`src/rtl/id_ex_stage.sv`:
```
// ID/EX stage of the in-order RV32 core: immediate generation, load-use hazard detection, ID/EX register.
// Optional perf counters (stall_cnt, flush_cnt) are built when ID_EX_PERF_CNT_EN is defined.
module id_ex_stage #(
    parameter int XLEN = 32
) (
    input  logic            clk,
    input  logic            rst,
    input  logic            if_valid,
    input  logic [31:0]     if_instr,
    input  logic [XLEN-1:0] if_pc,
    output logic            id_ready,
    output logic [6:0]      opcode,
    output logic [4:0]      funct5,
    input  logic            reg_write,
    input  logic            imm_data,
    input  logic            mem_to_reg,
    input  logic            branch,
    input  logic            wb_pc,
    input  logic            cond_b,
    input  logic            store,
    input  logic            jalr,
    input  logic            auipc,
    input  logic            lui,
    input  logic            is_fstore,
    input  logic [1:0]      opcode_alu,
    input  logic            ex_ready,
    input  logic            ex_flush,
    output logic            ex_valid,
    output logic [XLEN-1:0] ex_pc,
    output logic [XLEN-1:0] ex_imm,
    output logic [4:0]      ex_rs1,
    output logic [4:0]      ex_rs2,
    output logic [4:0]      ex_rd,
    output logic [2:0]      ex_funct3,
    output logic [6:0]      ex_funct7,
    output logic            ex_ctrl_reg_write,
    output logic            ex_ctrl_imm_data,
    output logic            ex_ctrl_mem_to_reg,
    output logic            ex_ctrl_branch,
    output logic            ex_ctrl_wb_pc,
    output logic            ex_ctrl_cond_b,
    output logic            ex_ctrl_store,
    output logic            ex_ctrl_jalr,
    output logic            ex_ctrl_auipc,
    output logic            ex_ctrl_lui,
    output logic            ex_ctrl_is_fstore,
    output logic [1:0]      ex_ctrl_opcode_alu
`ifdef ID_EX_PERF_CNT_EN
    ,
    output logic [31:0]     stall_cnt,
    output logic [31:0]     flush_cnt
`endif
);

    localparam logic [4:0] OP_LOAD  = 5'b00000, OP_FLOAD = 5'b00001, OP_IMM  = 5'b00100,
                           OP_AUIPC = 5'b00101, OP_STORE = 5'b01000, OP_FSTORE = 5'b01001,
                           OP_OP    = 5'b01100, OP_LUI   = 5'b01101, OP_BRANCH = 5'b11000,
                           OP_JALR  = 5'b11001, OP_JAL   = 5'b11011;

    typedef struct packed {
        logic [1:0] opcode_alu;
        logic       reg_write, imm_data, mem_to_reg, branch, wb_pc, cond_b;
        logic       store, jalr, auipc, lui, is_fstore;
    } ctrl_t;

    ctrl_t       ctrl_in, ctrl_q;
    logic [4:0]  op5, rs1, rs2;
    logic [31:0] imm32;
    logic        uses_rs1, uses_rs2, haz;

    assign opcode  = if_instr[6:0];
    assign funct5  = if_instr[31:27];
    assign op5     = if_instr[6:2];
    assign rs1     = if_instr[19:15];
    assign rs2     = if_instr[24:20];
    assign ctrl_in = {opcode_alu, reg_write, imm_data, mem_to_reg, branch, wb_pc, cond_b,
                      store, jalr, auipc, lui, is_fstore};

    always_comb begin
        imm32 = '0;
        case (op5)
            OP_IMM, OP_LOAD, OP_FLOAD, OP_JALR:
                imm32 = {{20{if_instr[31]}}, if_instr[31:20]};
            OP_STORE, OP_FSTORE:
                imm32 = {{20{if_instr[31]}}, if_instr[31:25], if_instr[11:7]};
            OP_BRANCH:
                imm32 = {{19{if_instr[31]}}, if_instr[31], if_instr[7], if_instr[30:25], if_instr[11:8], 1'b0};
            OP_LUI, OP_AUIPC:
                imm32 = {if_instr[31:12], 12'b0};
            OP_JAL:
                imm32 = {{11{if_instr[31]}}, if_instr[31], if_instr[19:12], if_instr[20], if_instr[30:21], 1'b0};
            default: imm32 = '0;
        endcase
    end

    assign uses_rs1 = !(op5 inside {OP_LUI, OP_AUIPC, OP_JAL});
    assign uses_rs2 = op5 inside {OP_OP, OP_BRANCH, OP_STORE, OP_FSTORE};
    assign haz      = ex_valid && ctrl_q.mem_to_reg && (ex_rd != 5'd0) &&
                      ((ex_rd == rs1 && uses_rs1) || (ex_rd == rs2 && uses_rs2));
    assign id_ready = (ex_ready && !haz) || ex_flush;

    // A slot that is not a live instruction always carries cleared control so EX can't act on it.
    always_ff @(posedge clk) begin
        if (rst) begin
            ex_valid  <= 1'b0;
            ex_pc     <= '0;
            ex_imm    <= '0;
            ex_rs1    <= '0;
            ex_rs2    <= '0;
            ex_rd     <= '0;
            ex_funct3 <= '0;
            ex_funct7 <= '0;
            ctrl_q    <= '0;
        end else if (ex_flush) begin
            ex_valid <= 1'b0;
            ctrl_q   <= '0;
        end else if (ex_ready) begin
            if (haz || !if_valid) begin
                ex_valid <= 1'b0;
                ctrl_q   <= '0;
            end else begin
                ex_valid  <= 1'b1;
                ex_pc     <= if_pc;
                ex_imm    <= XLEN'($signed(imm32));
                ex_rs1    <= rs1;
                ex_rs2    <= rs2;
                ex_rd     <= if_instr[11:7];
                ex_funct3 <= if_instr[14:12];
                ex_funct7 <= if_instr[31:25];
                ctrl_q    <= ctrl_in;
            end
        end
    end

    assign ex_ctrl_reg_write  = ctrl_q.reg_write;
    assign ex_ctrl_imm_data   = ctrl_q.imm_data;
    assign ex_ctrl_mem_to_reg = ctrl_q.mem_to_reg;
    assign ex_ctrl_branch     = ctrl_q.branch;
    assign ex_ctrl_wb_pc      = ctrl_q.wb_pc;
    assign ex_ctrl_cond_b     = ctrl_q.cond_b;
    assign ex_ctrl_store      = ctrl_q.store;
    assign ex_ctrl_jalr       = ctrl_q.jalr;
    assign ex_ctrl_auipc      = ctrl_q.auipc;
    assign ex_ctrl_lui        = ctrl_q.lui;
    assign ex_ctrl_is_fstore  = ctrl_q.is_fstore;
    assign ex_ctrl_opcode_alu = ctrl_q.opcode_alu;

`ifdef ID_EX_PERF_CNT_EN
    always_ff @(posedge clk) begin
        if (rst) begin
            stall_cnt <= '0;
            flush_cnt <= '0;
        end else begin
            if (haz && ex_ready && !ex_flush) stall_cnt <= stall_cnt + 32'd1;
            if (ex_flush && (ex_valid || if_valid)) flush_cnt <= flush_cnt + 32'd1;
        end
    end
`endif

endmodule

```
`config.mk`:
```
export PLATFORM = sky130hd
export DESIGN_NAME = id_ex_stage
export DESIGN_NICKNAME = d
export VERILOG_FILES = /design/src/rtl/id_ex_stage.sv
export SDC_FILE = /design/constraint.sdc
export NUM_CORES = 1
export LEC_CHECK = 0
export ABC_CLOCK_PERIOD_IN_PS = 7450
export CAP_MARGIN = 10
export CORE_ASPECT_RATIO = 2
export CORE_UTILIZATION = 46
export DETAILED_ROUTE_END_ITERATION = 8
export HOLD_SLACK_MARGIN = 0.1
export PLACE_DENSITY = 0.85
export SLEW_MARGIN = 30
export SYNTH_ARGS = -nofsm -noshare
export SYNTH_HDL_FRONTEND = slang
export SYNTH_SLANG_ARGS = --single-unit
```
`constraint.sdc`:
```
create_clock -name clk -period 7.45 [get_ports clk]
set_clock_uncertainty 0.2 [all_clocks]
set_input_delay 1.49 -clock clk [delete_from_list [all_inputs] [get_ports clk]]
set_output_delay 1.49 -clock clk [all_outputs]
set_load 0.005 [all_outputs]
```
==> impl_results.md <==
- Outcome: completed
- CTS clk-pin slew, worst paths: 0.06 ns
- Seq/Total Area, Yosys: 0.433
- First-pass GRT wire length: 25,100 um
- Clock Sinks: roughly 100
- Max transition margin: 0.394
- Worst EP arrival: around 4.4 ns
- Multi-input logic area: between 2000 and 2500 um2
- H-tree level count: 3
- Synth Flop Type: dfxtp_1
- Setup TNS: 0 ns
- 1st-pass router iterations: 7
- CP Data Required Time: 5.76 ns
- Mapped Cells: between 500 and 600
- Register area: ~2100 um2
- Total Nets Final: around 750
- Measured slew at the worst slew-check pin: 0.910 ns
- Post-synthesis register bit count: approximately 100
- Die ar.: between 10,000 and 15,000 um2
- Avg WL per Cell: slightly above 20 um
- Num CTS Buffers: 9
- Final hold violation count: 0
- Clk buf depth: 2
- CTS tree: yes
- Max Slew Vio Count: 0
- Filler cells: between 800 and 900
- Final Non-Filler Cells: 803
- Yosys cell types: between 40 and 50
- CP Launch Type: input pin
- Hold_buf cts: 0
- Fin worst setup slack: between 1 and 1.5 ns
- Tmin final: between 6 and 7 ns
- Die X: between 70 and 80 um
- Cell with the most instances after synthesis: dfxtp_1
- Static Leakage: ~2.3 nW
- Synth top cells by count: 103 x dfxtp_1, 66 x a21oi_1, 57 x nand4_1, 57 x o31ai_1, 37 x clkbuf_1
- FP Rows: 52
- DR iter-0 viols: 395
- Cell taking the most area after synthesis: dfxtp_1
- Vias in the first global route: around 5,000
- Core box area: 10,100 um2
- Placer Congestion: 0.864
- Power Density: approximately 180 nW/um2
- Ranking of synthesized cells by area: dfxtp_1 43%, o31ai_1 9.0%, nand4_1 7.5%
- GRT Util Overall: 0.303
- Synth top area share: 0.433
- Vias/cell: ~6.3
- Largest net degree at the start of global routing: 85
- Synthesized net count: between 600 and 700
- Crit Path Category: in -> out
- Antenna violations before repair: 0
- Max frequency: roughly 170 MHz
- DP HPWL: between 10,000 and 15,000 um
- Post-CTS setup buffer count: 0
- Cts repair resizes: 0
- Max Cap Viol: 0
- Final cycle utilization of the critical path: 0.811
- # DRC: 0
- Clk_lat worst skew: 0.34 ns
- Crit end category: output port
- Num ports: 198
- Final setup fails: 0
- # diodes: 0
- Netlist Area Pre-Place: around 4800 um2
- IO Port Bufs: 193
- Post-synth EDFFs: 0
- Synthesis Warnings: 0
- Initial Util: 0.472
- Clk root buf: clkbuf_16
- Hold/Removal Path Class: reg -> reg
- Async SR Flop Fraction: 0
- Vias: about 5,000
- Detail Route Antenna Nets: 0
- Max VDD drop: 0.137 mV
- Fraction of layout cells with a size suffix above 1: 0.0629
- Average cell area after synthesis: ~9 um2
- Area grow syn2layout: 44.5%
- Place WS: around 1.4 ns
- Overflow after GRT: 0
- Die span in y: about 150 um
- RSZ-0062 raised after global routing: false
- Final WL: around 16,000 um
- Top flop regs: ex_imm: 32 flops, ex_pc: 32 flops, ex_funct7: 7 flops
- Post-Place Cells: around 800
- Critical Path Fanout Max: 15
report_power, final:
group | switching [mW] | internal [mW]
combinational | 0.0799 | 0.101
clock | 0.210 | 0.271
sequential | 0.0117 | 0.569
total | 0.301 | 0.941
cell families after synthesis:
group,Yosys count,synth area share
flops,103,0.433
buf+inv,85,0.0913
mux,8,0.0168
xor+xnor,10,0.0184
compound gates,203,0.290
fa+ha+maj,1,0.00237
simple gates,117,0.148
worst max-delay path, stage by stage:
cell	delay, ns
clkdlybuf4s50_1	0.67
maj3_2	0.41
or3_4	0.41
or4_2	0.67
a31o_1	0.24
clkdlybuf4s50_1	0.45
layer usage:
| layer | wire length (um) | track usage | part of all wire | up-vias |
|---|---|---|---|---|
| li1 | - | - | - | 2305 |
| met4 | 965 | 0.200 | 0.059 | 0 |
| met3 | 744 | 0.0429 | 0.045 | 59 |
| met5 | 0 | 0 | 0 | - |
| met2 | 8830 | 0.525 | 0.54 | 228 |
| met1 | 5850 | 0.326 | 0.36 | 2433 |
stage by stage:
step / total power [mW] / hold WS [ns] / area (um2) / util
final: 1.24 / 0.265 / 6870 / 0.681
after global routing: 1.29 / 0.277 / 6870 / 0.681
after CTS: 1.25 / 0.267 / 6870 / 0.681
after detailed placement: 0.772 / 0.252 / 6560 / 0.651
after global placement: 0.767 / 0.247 / 6550 / 0.650
after floorplan: 0.665 / 0.254 / 4760 / -
final timing paths:
check / slack (ns) / end / cells after the start / startpoint
setup / recovery: 1.41 / id_ready / 6 / if_instr[6]
hold / removal: 0.26 / ex_pc[3]$_SDFFE_PP0P_ / 2 / ex_pc[3]$_SDFFE_PP0P_
setup reg to reg: 4.35 / ex_imm[16]$_SDFFE_PP0P_ / 7 / ex_rd[0]$_SDFFE_PP0P_
hold reg to reg: 0.26 / ex_pc[3]$_SDFFE_PP0P_ / 2 / ex_pc[3]$_SDFFE_PP0P_
cells in the final DEF (no fill, tap or decap), types with 5 or more instances in the layout:
| master | count |
|---|---|
| clkdlybuf4s50_1 | 192 |
| dfxtp_1 | 103 |
| a21oi_1 | 66 |
| nand4_1 | 57 |
| o31ai_1 | 57 |
| nand2_1 | 33 |
| a31oi_1 | 26 |
| a211oi_1 | 14 |
| a32o_1 | 13 |
| buf_4 | 12 |
| a311oi_1 | 11 |
| xnor2_1 | 9 |
| clkbuf_16 | 9 |
| mux2i_1 | 8 |
| inv_1 | 5 |
final cells by class:
type                    count  share of cell area
clock buffers              10              0.0348
clock inverters             6              0.0100
inverters                   5             0.00273
multi-input cells         339               0.334
flip-flops and latches    103               0.300
well taps                 135              0.0246
repair buffers            205               0.294
No activity file was read; power rests on OpenSTA's default activity.
